### config.mk
export PLATFORM = sky130hd
export DESIGN_NAME = cpu_ctrl_fsm
export DESIGN_NICKNAME = d
export VERILOG_FILES = /design/src/rtl/pkg_cpu_typedefs.sv /design/src/rtl/cpu_ctrl_fsm.sv
export SDC_FILE = /design/constraint.sdc
export NUM_CORES = 1
export LEC_CHECK = 0
export ABC_AREA = 1
export BUFFER_PORTS_ARGS = -buffer_cell sky130_fd_sc_hd__buf_4
export CORE_AREA = 2 2 40 42
export DETAILED_ROUTE_END_ITERATION = 8
export DIE_AREA = 0 0 42 44
export PLACE_DENSITY = 0.83
export SYNTH_ARGS = -nofsm -noshare
export SYNTH_HDL_FRONTEND = slang
export SYNTH_SLANG_ARGS = --single-unit
export TNS_END_PERCENT = 30
### constraint.sdc
create_clock -name clk -period 1.9 [get_ports clk]
set_input_delay 0.19 -clock clk [delete_from_list [all_inputs] [get_ports clk]]
set_output_delay 0.19 -clock clk [all_outputs]
set_load 0.1 [all_outputs]
### src/rtl/pkg_cpu_typedefs.sv
// Shared RV32I core type definitions.
package pkg_cpu_typedefs;

  localparam int unsigned ALU_OP_W = 3;

  // ALU operation select consumed by the ALU datapath
  typedef enum logic [ALU_OP_W-1:0] {
    ALU_ADD = 3'b000,
    ALU_SUB = 3'b001,
    ALU_AND = 3'b010,
    ALU_OR  = 3'b011,
    ALU_SLT = 3'b101
  } alu_opcode_t;

endpackage

### src/rtl/cpu_ctrl_fsm.sv
// Multi-cycle main control unit of the RV32I core: sequences fetch, decode,
// execute, memory and writeback and drives the datapath selects and strobes.
module cpu_ctrl_fsm
  import pkg_cpu_typedefs::*;
(
  input  logic       clk,
  input  logic       rst,
  input  logic [6:0] op,
  input  logic [2:0] funct3,
  input  logic       funct7b5,
  input  logic       zero,
  input  logic       mem_rdy,
  output logic       pc_write,
  output logic       ir_write,
  output logic       mem_write,
  output logic       reg_write,
  output logic       adr_src,
  output logic [1:0] result_src,
  output logic [1:0] alu_src_a,
  output logic [1:0] alu_src_b,
  output logic [1:0] imm_src,
  output logic [2:0] alu_ctrl,
  output logic       instr_done,
  output logic       illegal_instr
);

  localparam logic [6:0] OP_LOAD   = 7'b0000011;
  localparam logic [6:0] OP_STORE  = 7'b0100011;
  localparam logic [6:0] OP_RTYPE  = 7'b0110011;
  localparam logic [6:0] OP_ITYPE  = 7'b0010011;
  localparam logic [6:0] OP_BRANCH = 7'b1100011;
  localparam logic [6:0] OP_JAL    = 7'b1101111;

  localparam logic [1:0] SRC_A_PC     = 2'b00;
  localparam logic [1:0] SRC_A_OLD_PC = 2'b01;
  localparam logic [1:0] SRC_A_RS1    = 2'b10;
  localparam logic [1:0] SRC_B_RS2    = 2'b00;
  localparam logic [1:0] SRC_B_IMM    = 2'b01;
  localparam logic [1:0] SRC_B_FOUR   = 2'b10;
  localparam logic [1:0] RES_ALU_OUT  = 2'b00;
  localparam logic [1:0] RES_MEM      = 2'b01;
  localparam logic [1:0] RES_ALU      = 2'b10;

  typedef enum logic [3:0] {
    S_FETCH,
    S_DECODE,
    S_MEM_ADR,
    S_MEM_READ,
    S_MEM_WB,
    S_MEM_WRITE,
    S_EXEC_R,
    S_EXEC_I,
    S_ALU_WB,
    S_BRANCH,
    S_JAL,
    S_TRAP
  } state_t;

  state_t      state;
  state_t      state_nxt;
  alu_opcode_t funct_op;
  alu_opcode_t alu_op;
  logic        alu_funct_ok;

  always_ff @(posedge clk) begin
    if (rst) begin
      state <= S_FETCH;
    end else begin
      state <= state_nxt;
    end
  end

  // ALU operation implied by funct3/funct7; only R-type honours funct7b5
  always_comb begin
    funct_op     = ALU_ADD;
    alu_funct_ok = 1'b1;
    case (funct3)
      3'b000:  funct_op = ((op == OP_RTYPE) && funct7b5) ? ALU_SUB : ALU_ADD;
      3'b010:  funct_op = ALU_SLT;
      3'b110:  funct_op = ALU_OR;
      3'b111:  funct_op = ALU_AND;
      default: alu_funct_ok = 1'b0;
    endcase
  end

  // Immediate format follows the opcode regardless of state
  always_comb begin
    imm_src = 2'b00;
    case (op)
      OP_STORE:  imm_src = 2'b01;
      OP_BRANCH: imm_src = 2'b10;
      OP_JAL:    imm_src = 2'b11;
      default:   imm_src = 2'b00;
    endcase
  end

  assign alu_ctrl = alu_op;

  // Next state and datapath controls; reset masks every control to its default
  always_comb begin
    state_nxt     = state;
    pc_write      = 1'b0;
    ir_write      = 1'b0;
    mem_write     = 1'b0;
    reg_write     = 1'b0;
    adr_src       = 1'b0;
    result_src    = RES_ALU_OUT;
    alu_src_a     = SRC_A_PC;
    alu_src_b     = SRC_B_RS2;
    alu_op        = ALU_ADD;
    instr_done    = 1'b0;
    illegal_instr = 1'b0;

    if (rst) begin
      state_nxt = S_FETCH;
    end else begin
      case (state)
        S_FETCH: begin
          adr_src    = 1'b0;
          alu_src_a  = SRC_A_PC;
          alu_src_b  = SRC_B_FOUR;
          result_src = RES_ALU;
          ir_write   = mem_rdy;
          pc_write   = mem_rdy;
          if (mem_rdy) begin
            state_nxt = S_DECODE;
          end
        end

        // ALU precomputes oldPC + imm as the branch/jump target
        S_DECODE: begin
          alu_src_a = SRC_A_OLD_PC;
          alu_src_b = SRC_B_IMM;
          case (op)
            OP_LOAD, OP_STORE: state_nxt = S_MEM_ADR;
            OP_RTYPE:          state_nxt = alu_funct_ok ? S_EXEC_R : S_TRAP;
            OP_ITYPE:          state_nxt = alu_funct_ok ? S_EXEC_I : S_TRAP;
            OP_BRANCH:         state_nxt = (funct3 == 3'b000) ? S_BRANCH : S_TRAP;
            OP_JAL:            state_nxt = S_JAL;
            default:           state_nxt = S_TRAP;
          endcase
        end

        S_MEM_ADR: begin
          alu_src_a = SRC_A_RS1;
          alu_src_b = SRC_B_IMM;
          state_nxt = op[5] ? S_MEM_WRITE : S_MEM_READ;
        end

        S_MEM_READ: begin
          adr_src    = 1'b1;
          result_src = RES_ALU_OUT;
          if (mem_rdy) begin
            state_nxt = S_MEM_WB;
          end
        end

        S_MEM_WB: begin
          result_src = RES_MEM;
          reg_write  = 1'b1;
          instr_done = 1'b1;
          state_nxt  = S_FETCH;
        end

        S_MEM_WRITE: begin
          adr_src    = 1'b1;
          result_src = RES_ALU_OUT;
          mem_write  = 1'b1;
          instr_done = mem_rdy;
          if (mem_rdy) begin
            state_nxt = S_FETCH;
          end
        end

        S_EXEC_R: begin
          alu_src_a = SRC_A_RS1;
          alu_src_b = SRC_B_RS2;
          alu_op    = funct_op;
          state_nxt = S_ALU_WB;
        end

        S_EXEC_I: begin
          alu_src_a = SRC_A_RS1;
          alu_src_b = SRC_B_IMM;
          alu_op    = funct_op;
          state_nxt = S_ALU_WB;
        end

        S_ALU_WB: begin
          result_src = RES_ALU_OUT;
          reg_write  = 1'b1;
          instr_done = 1'b1;
          state_nxt  = S_FETCH;
        end

        // Taken when rs1 - rs2 == 0; PC loads the target held in ALUOut
        S_BRANCH: begin
          alu_src_a  = SRC_A_RS1;
          alu_src_b  = SRC_B_RS2;
          alu_op     = ALU_SUB;
          result_src = RES_ALU_OUT;
          pc_write   = zero;
          instr_done = 1'b1;
          state_nxt  = S_FETCH;
        end

        // PC takes the target from ALUOut while the ALU forms oldPC + 4 for rd
        S_JAL: begin
          alu_src_a  = SRC_A_OLD_PC;
          alu_src_b  = SRC_B_FOUR;
          result_src = RES_ALU_OUT;
          pc_write   = 1'b1;
          state_nxt  = S_ALU_WB;
        end

        S_TRAP: begin
          illegal_instr = 1'b1;
          state_nxt     = S_TRAP;
        end

        default: state_nxt = S_FETCH;
      endcase
    end
  end

endmodule

== Yosys cells after proc, flatten, opt, wreduce, memory -nomap -nowiden ==
Index checks and enable logic that the tools add are counted.

* Flip-flop bits (word level): 4
* Bits of input ports: 15
* Output and inout port bits: 18
* Word-level logic and storage cells: 74

* Equality and inequality tests: 23
* Mux-type cells: 35
* Reduce and logical (&&, ||, !) cells: 15

{| class="wikitable"
|+ Operators by type and width
! kind !! number
|-
| case mux 4 bit (7 select lines) || 1
|-
| two-way mux 4 bit || 5
|-
| case mux 4 bit (5 select lines) || 1
|-
| == test 4 x 3 -> 1 bit, second input constant || 4
|-
| == test 4 bit, second input constant || 4
|-
| == test 7 x 6 -> 1 bit, second input constant || 2
|-
| == test 7 bit, second input constant || 2
|-
| two-way mux 1 bit || 14
|-
| case mux 2 bit (2 select lines) || 3
|-
| case mux 3 bit (4 select lines) || 1
|-
| OR reduction 2 bit || 6
|-
| OR reduction 3 bit || 3
|-
| == test 4 x 2 -> 1 bit, second input constant || 2
|-
| two-way mux 2 bit || 4
|-
| OR reduction 4 bit || 2
|-
| == test 7 x 2 -> 1 bit, second input constant || 1
|-
| == test 7 x 5 -> 1 bit, second input constant || 1
|-
| == test 3 bit, second input constant || 2
|-
| two-way mux 3 bit || 2
|-
| inequality test 2 bit, second input constant || 3
|-
| case mux 2 bit (3 select lines) || 1
|-
| case mux 3 bit (2 select lines) || 1
|-
| == test 4 x 1 -> 1 bit, second input constant || 1
|-
| logical NOT 4 bit || 1
|-
| other kinds (6) || 6
|}

== Longest topological paths before layout ==
Gate-level depths: netlist of run 1.

* Depth in word-level cells: 6
* Depth in mapped cells: 11
* Mapped depth without buffers: 11

== Least setup slack after synthesis of run 1 ==
OpenSTA, ideal clock, no wires.

* Kind: register to output
* Start point: register state[0]
* End point: output port alu_ctrl[0]
* Arrival time: 2.949 ns
* Data required time: 1.710 ns
* Setup slack: -1.239 ns
* Stages on the path, launching flop included: 9
* Path buffers: 0
* Path through: dfxtp_1 -> inv_2 -> nor2_2 -> inv_2 -> nor2_1 -> inv_1 -> o21ai_0 -> a31oi_1 -> nor3_1

* Longest elaborated chain between the ends: 4
* Elaborated cells between the ends (all ways): 6
* Classes of those cells: eq/ne (3); mux (2); reduce/logical (1)

{| class="wikitable"
|+ RTL lines
! element !! line !! source
|-
| from (decl) || cpu_ctrl_fsm.sv:59 || <nowiki>state_t state;</nowiki>
|-
| from (signal assigned) || cpu_ctrl_fsm.sv:69 || <nowiki>state <= state_nxt;</nowiki>
|-
| == test 4 x 3 -> 1 bit || cpu_ctrl_fsm.sv:117 || <nowiki>case (state)</nowiki>
|-
| OR reduction 2 bit (no source line) || n/a ||
|-
| case mux 3 bit (2 select lines) * || cpu_ctrl_fsm.sv:117 ||
|-
| two-way mux 3 bit * || cpu_ctrl_fsm.sv:114 || <nowiki>if (rst) begin</nowiki>
|-
| to (decl) || cpu_ctrl_fsm.sv:22 || <nowiki>output logic [2:0] alu_ctrl,</nowiki>
|}

Every way passes the cells marked *; elsewhere a longest branch is shown, timed or not.

== Final worst setup path of run 1 ==
* Start point: register state[3]
* End point: output port alu_ctrl[0]

The elaborated chain is that of the path after synthesis.

==> results of run 1 <==
==> repair_timing <==
item,4_1_cts,5_1_grt
hold buffers,0,0
endpoints found under the setup margin,1,7
gates resized for setup,1,7
==> path summary, 6_finish.rpt <==
check,start,end,cells after the start
hold reg to reg,state[0],state[0],2
hold / removal,rst,state[2],2
setup reg to reg,state[3],state[2],7
setup / recovery,state[3],alu_ctrl[0],9
==> area by class of cell <==
class | count | area, um^2
tap | 16 | 20.0
timing repair buffer | 32 | 259
sequential | 4 | 81.3
clock buffer | 3 | 22.5
inverter | 28 | 105
multi-input combinational | 89 | 448
fill | 141 | 483
==> critical path, stage by stage (launching register included) <==
cell and delay [ns]:
dfxtp_1 0.36, inv_1 0.05, nor2_1 0.12, inv_1 0.10, nor2_2 0.17, inv_1 0.08
o21ai_0 0.08, a31oi_1 0.08, nor3_2 0.15, buf_6 0.25
==> metrics by stage <==
step / area, um^2 / worst slack (ns)
2_1_floorplan: 636 / -0.431
3_3_place_gp: 888 / 0.307
3_5_place_dp: 888 / 0.243
4_1_cts: 915 / 0.0187
5_1_grt: 936 / -0.0678
6_report: 936 / 0.0380
==> cells in the final DEF, fill, tap and decap left out <==
master / n
buf_4: 27
nor2_1: 25
nand2_1: 25
inv_1: 24
o21ai_0: 7
nand3_1: 6
a21oi_1: 6
buf_6: 5
nor3_2: 4
nor2_2: 4
inv_2: 4
a21oi_2: 4
clkbuf_4: 3
dfxtp_1: 3
a31oi_1: 2
nor2_4: 1
a31oi_2: 1
a21o_1: 1
o21ai_2: 1
o21ai_1: 1
o31ai_1: 1
dfxtp_2: 1
==> cells by family (layout without fill, tap and decap cells) <==
kind of cell,Yosys count,in the layout,synth area share [%]
buffers and inverters,30,63,18.7
AND/OR/NAND/NOR,65,65,45.4
flip-flops,4,4,13.3
AO/OA/AOI/OAI,24,24,22.6
==> routing by layer <==
layer / up-vias / track usage (%) / wire [um]
li1: 447 / - / -
met1: 369 / 22.8 / 742
met2: 30 / 40.3 / 943
met3: 0 / 5.42 / 120
met4: 0 / 1.94 / 0
met5: - / 0 / 0
==> power by group <==
part,internal (mW),switching (mW)
sequential,0.115,0.0374
combinational,0.249,0.800
clock,0.0706,0.0333
total,0.435,0.870
==> metrics.md, run 1 <==
| Metric | Value |
|---|---|
| Initial antenna violation count | 0 |
| Synth Warn # | 0 |
| Max reg flops | 4 |
| Core Util, Final | 66.0% |
| Routed WL | 1810 um |
| Largest Register | state |
| Pwr Density | 1390 nW/um^2 |
| Synth area leaders | nor2_1, nand2_1, inv_1 |
| PnR Total Power | 1.31 mW |
| Worst skew pair latency | 0.23 ns |
| DR iter-0 viols | 15 |
| Worst slew margin | 81.3% |
| Clk slew on worst S/H paths | 0.04 ns |
| Critical path fanouts, max | 3 |
| EDFF count, synth | 0 |
| Part of the cycle the worst path needs | 98.0% |
| Area grow syn2layout | 55.2% |
| Startpoint class of the critical path | flip-flop |
| Die width | 42 um |
| DR WL/cell | 10.5 um |
| Setup_tns | 0 ns |
| Post-DP HPWL | 1470 um |
| Worst Max-Slew Pin Slew | 0.280 ns |
| Register area share after synthesis | 13.3% |
| Yosys cell types | 19 |
| Detail Route Antenna Nets | 0 |
| DRT Pass-1 Iters | 4 |
| Antenna cells | 0 |
| CP Class | reg2out |
| Crit end category | output pin |
| Global-route wire length before repair | 3040 um |
| RSZ-0062 raised after global routing | true |
| Final setup violation count | 0 |
| Flops & latches, synth | 4 |
| Setup Skew | 0.000157 ns |
| Worst reg2reg setup slack | 0.62 ns |
| GP Congestion | 0.882 |
| Final Hold Viols | 0 |
| Drt drc | 0 |
| Max IR drop VDD | 0.509 mV |
| Max Cap Viol | 0 |
| # H-tree levels | 1 |
| Outcome | complete, no violations |
| Post-synth top area share | 16.8% |
| Layout Nets | 173 |
| Placed insts | 169 |
| Port-buffer cells | 32 |
| Most frequent cell after synthesis | nor2_1 |
| CTS tree | done |
| Ys async rst share | 0% |
| Synth Area per Inst | 4.90 um^2 |
| Cells after synthesis | 123 |
| Leading area contributor after synthesis | nor2_1 |
| Cell area after synthesis | 603 um^2 |
| Biggest regs | state (4) |
| Worst Path Arrival | 1.67 ns |
| Largest net degree at the start of global routing | 18 |
| DIE AREA | 1850 um^2 |
| Fin. max-slew vios | 0 |
| Critical Path RT | 1.71 ns |
| Main synth FF type | dfxtp_1 |
| GRT overflow | 0 |
| Most frequent cells after synthesis | nor2_1, nand2_1, inv_1 |
| Clk root buf | clkbuf_4 |
| Total number of vias | 846 |
| Share of cells above drive strength 1 | 35.3% |
| TritonCTS Buffers | 3 |
| HP Class | in2reg |
| Fin cells | 172 |
| Initial Utilization | 42.5% |
| Num Clock Sinks | 4 |
| # rows | 14 |
| Post-DR vias/cell | 4.92 |
| Die height | 44 um |
| Clk buf depth | 2 |
| Ports | 33 |
| WHS | 0.273 ns |
| Pleak | 0.504 nW |
| Core Footprint | 1420 um^2 |
| Achievable Freq | 537 MHz |
| Vias in the first global route | 790 |
| Syn nets | 138 |
| Post-CTS setup buffers | 0 |
| Crit path time final | 1.86 ns |
| GRT Total Usage | 20.5% |
No activity file was read; power rests on OpenSTA's default activity.
==> inputs of run 2 (changes only) <==
RECOVER_POWER = 100   (was default)
==> metrics.md, run 2 (same netlist as run 1, synthesis figures left out) <==
| Metric | Value |
|---|---|
| Outcome | complete, no violations |
| HP Class | in2reg |
| Max Cap Viol | 0 |
| GP Congestion | 0.882 |
| P_int | 0.420 mW |
| Largest net degree at the start of global routing | 18 |
| Post-DR vias/cell | 4.95 |
| Final Hold Viols | 0 |
| GRT Total Usage | 20.5% |
| Clk root buf | clkbuf_4 |
| Worst setup startpoint | state[3] |
| Worst slew margin | 64.1% |
| TritonCTS Buffers | 3 |
| CTS Hold Bufs | 0 |
| Placed insts | 169 |
| Startpoint class of the critical path | flip-flop |
| Post-DP HPWL | 1470 um |
| Critical path fanouts, max | 3 |
| GR Util met2 | 40.3% |
| Achievable Freq | 537 MHz |
| Net Sw Frac | 67.3% |
| Initial antenna violation count | 0 |
| # H-tree levels | 1 |
| Fin. max-slew vios | 0 |
| Fin cells | 172 |
| Grt met1 use | 22.8% |
| Crit path time final | 1.86 ns |
| Worst Max-Slew Pin Slew | 0.541 ns |
| Max reg flops | 4 |
| Die width | 42 um |
| Post-CTS sizing | 1 |
| Biggest regs | state (4) |
| Largest Register | state |
| DR iter-0 viols | 17 |
| Initial Utilization | 42.5% |
| Num Clock Sinks | 4 |
| # rows | 14 |
| Psw | 0.865 mW |
| GRT overflow | 0 |
| CTS tree | done |
| Clk slew on worst S/H paths | 0.04 ns |
| Reg-to-reg critical path startpoint | state[1] |
| Total number of vias | 852 |
| Core Footprint | 1420 um^2 |
| Pwr Density | 1400 nW/um^2 |
| Ports | 33 |
| Critical Path RT | 1.71 ns |
| Worst skew pair latency | 0.23 ns |
| Final setup violation count | 0 |
| DIE AREA | 1850 um^2 |
| Global-route wire length before repair | 3040 um |
| DR WL/cell | 10.5 um |
| Drt drc | 0 |
| Pleak | 0.497 nW |
| Vias in the first global route | 790 |
| Clock power share | 8.1% |
| Worst Path Arrival | 1.67 ns |
| Routed WL | 1810 um |
| Grt met3 use | 5.42% |
| Crit end category | output pin |
| Die height | 44 um |
| RSZ-0062 raised after global routing | true |
| Layout Nets | 173 |
| Detail Route Antenna Nets | 0 |
| Hold_sp | rst |
| CP Class | reg2out |
| Share of cells above drive strength 1 | 34.6% |
| Port-buffer cells | 32 |
| Part of the cycle the worst path needs | 98.0% |
| Setup_tns | 0 ns |
| DRT Pass-1 Iters | 4 |
| Setup Skew | 0.000215 ns |
| Area grow syn2layout | 51.9% |
| Sequential power share | 12.0% |
| Busiest grt layer | met2 |
| Antenna cells | 0 |
| Post-CTS setup buffers | 0 |
| Logic gate share of total power | 80.0% |
| Max IR drop VDD | 0.523 mV |
| Clk buf depth | 2 |
| Most frequent cells in the layout | nor2_1, nand2_1, inv_1, buf_4, clkbuf_4 |
==> run 2: final timing paths <==
path | cells after the start | to | slack [ns]
worst max-delay path | 9 | alu_ctrl[0] | 0.04
worst min-delay path | 2 | state[2] | 0.27
worst max register to register | 7 | state[2] | 0.51
worst min register to register | 2 | state[0] | 0.51
==> run 2: power groups by stage <==
stage	Clock [mW]	Sequential [mW]	Combinational, mW
floorplan	0	0.144	0.831
global placement	0	0.148	1.01
detailed placement	0	0.151	1.02
CTS	0.111	0.150	1.02
global route	0.120	0.159	1.09
finish	0.104	0.154	1.03
==> run 2: critical path, stage by stage (launching register included) <==
cell and delay (ns):
dfxtp_1 0.35, inv_1 0.05, nor2_1 0.12, inv_1 0.10, nor2_2 0.18, inv_1 0.08
o21ai_0 0.08, a31oi_1 0.08, nor3_2 0.15, buf_6 0.25
==> run 2: cell type report <==
cell class                 count  area (um^2)
inverter                      28          105
multi-input combinational     89          444
sequential                     4         81.3
timing repair buffer          32          243
fill                         146          503
clock buffer                   3         22.5
tap                           16         20.0
==> run 2: stage by stage <==
| step | setup WS [ns] | util (%) | hold slack [ns] | cell area, um^2 | power, mW |
|---|---|---|---|---|---|
| floorplan | -0.431 | - | 0.407 | 636 | 0.976 |
| global placement | 0.307 | 62.6 | 0.503 | 888 | 1.16 |
| detailed placement | 0.243 | 62.6 | 0.509 | 888 | 1.17 |
| CTS | 0.0187 | 64.5 | 0.262 | 915 | 1.28 |
| global route | -0.0678 | 64.6 | 0.279 | 916 | 1.37 |
| finish | 0.0378 | 64.6 | 0.275 | 916 | 1.28 |
==> run 2: routing by layer <==
metal  vias to the layer above  routed length, um
met5                         -                  0
met4                         0                  0
met3                         0                108
met2                        30                952
met1                       375                750
li1                        447                  -
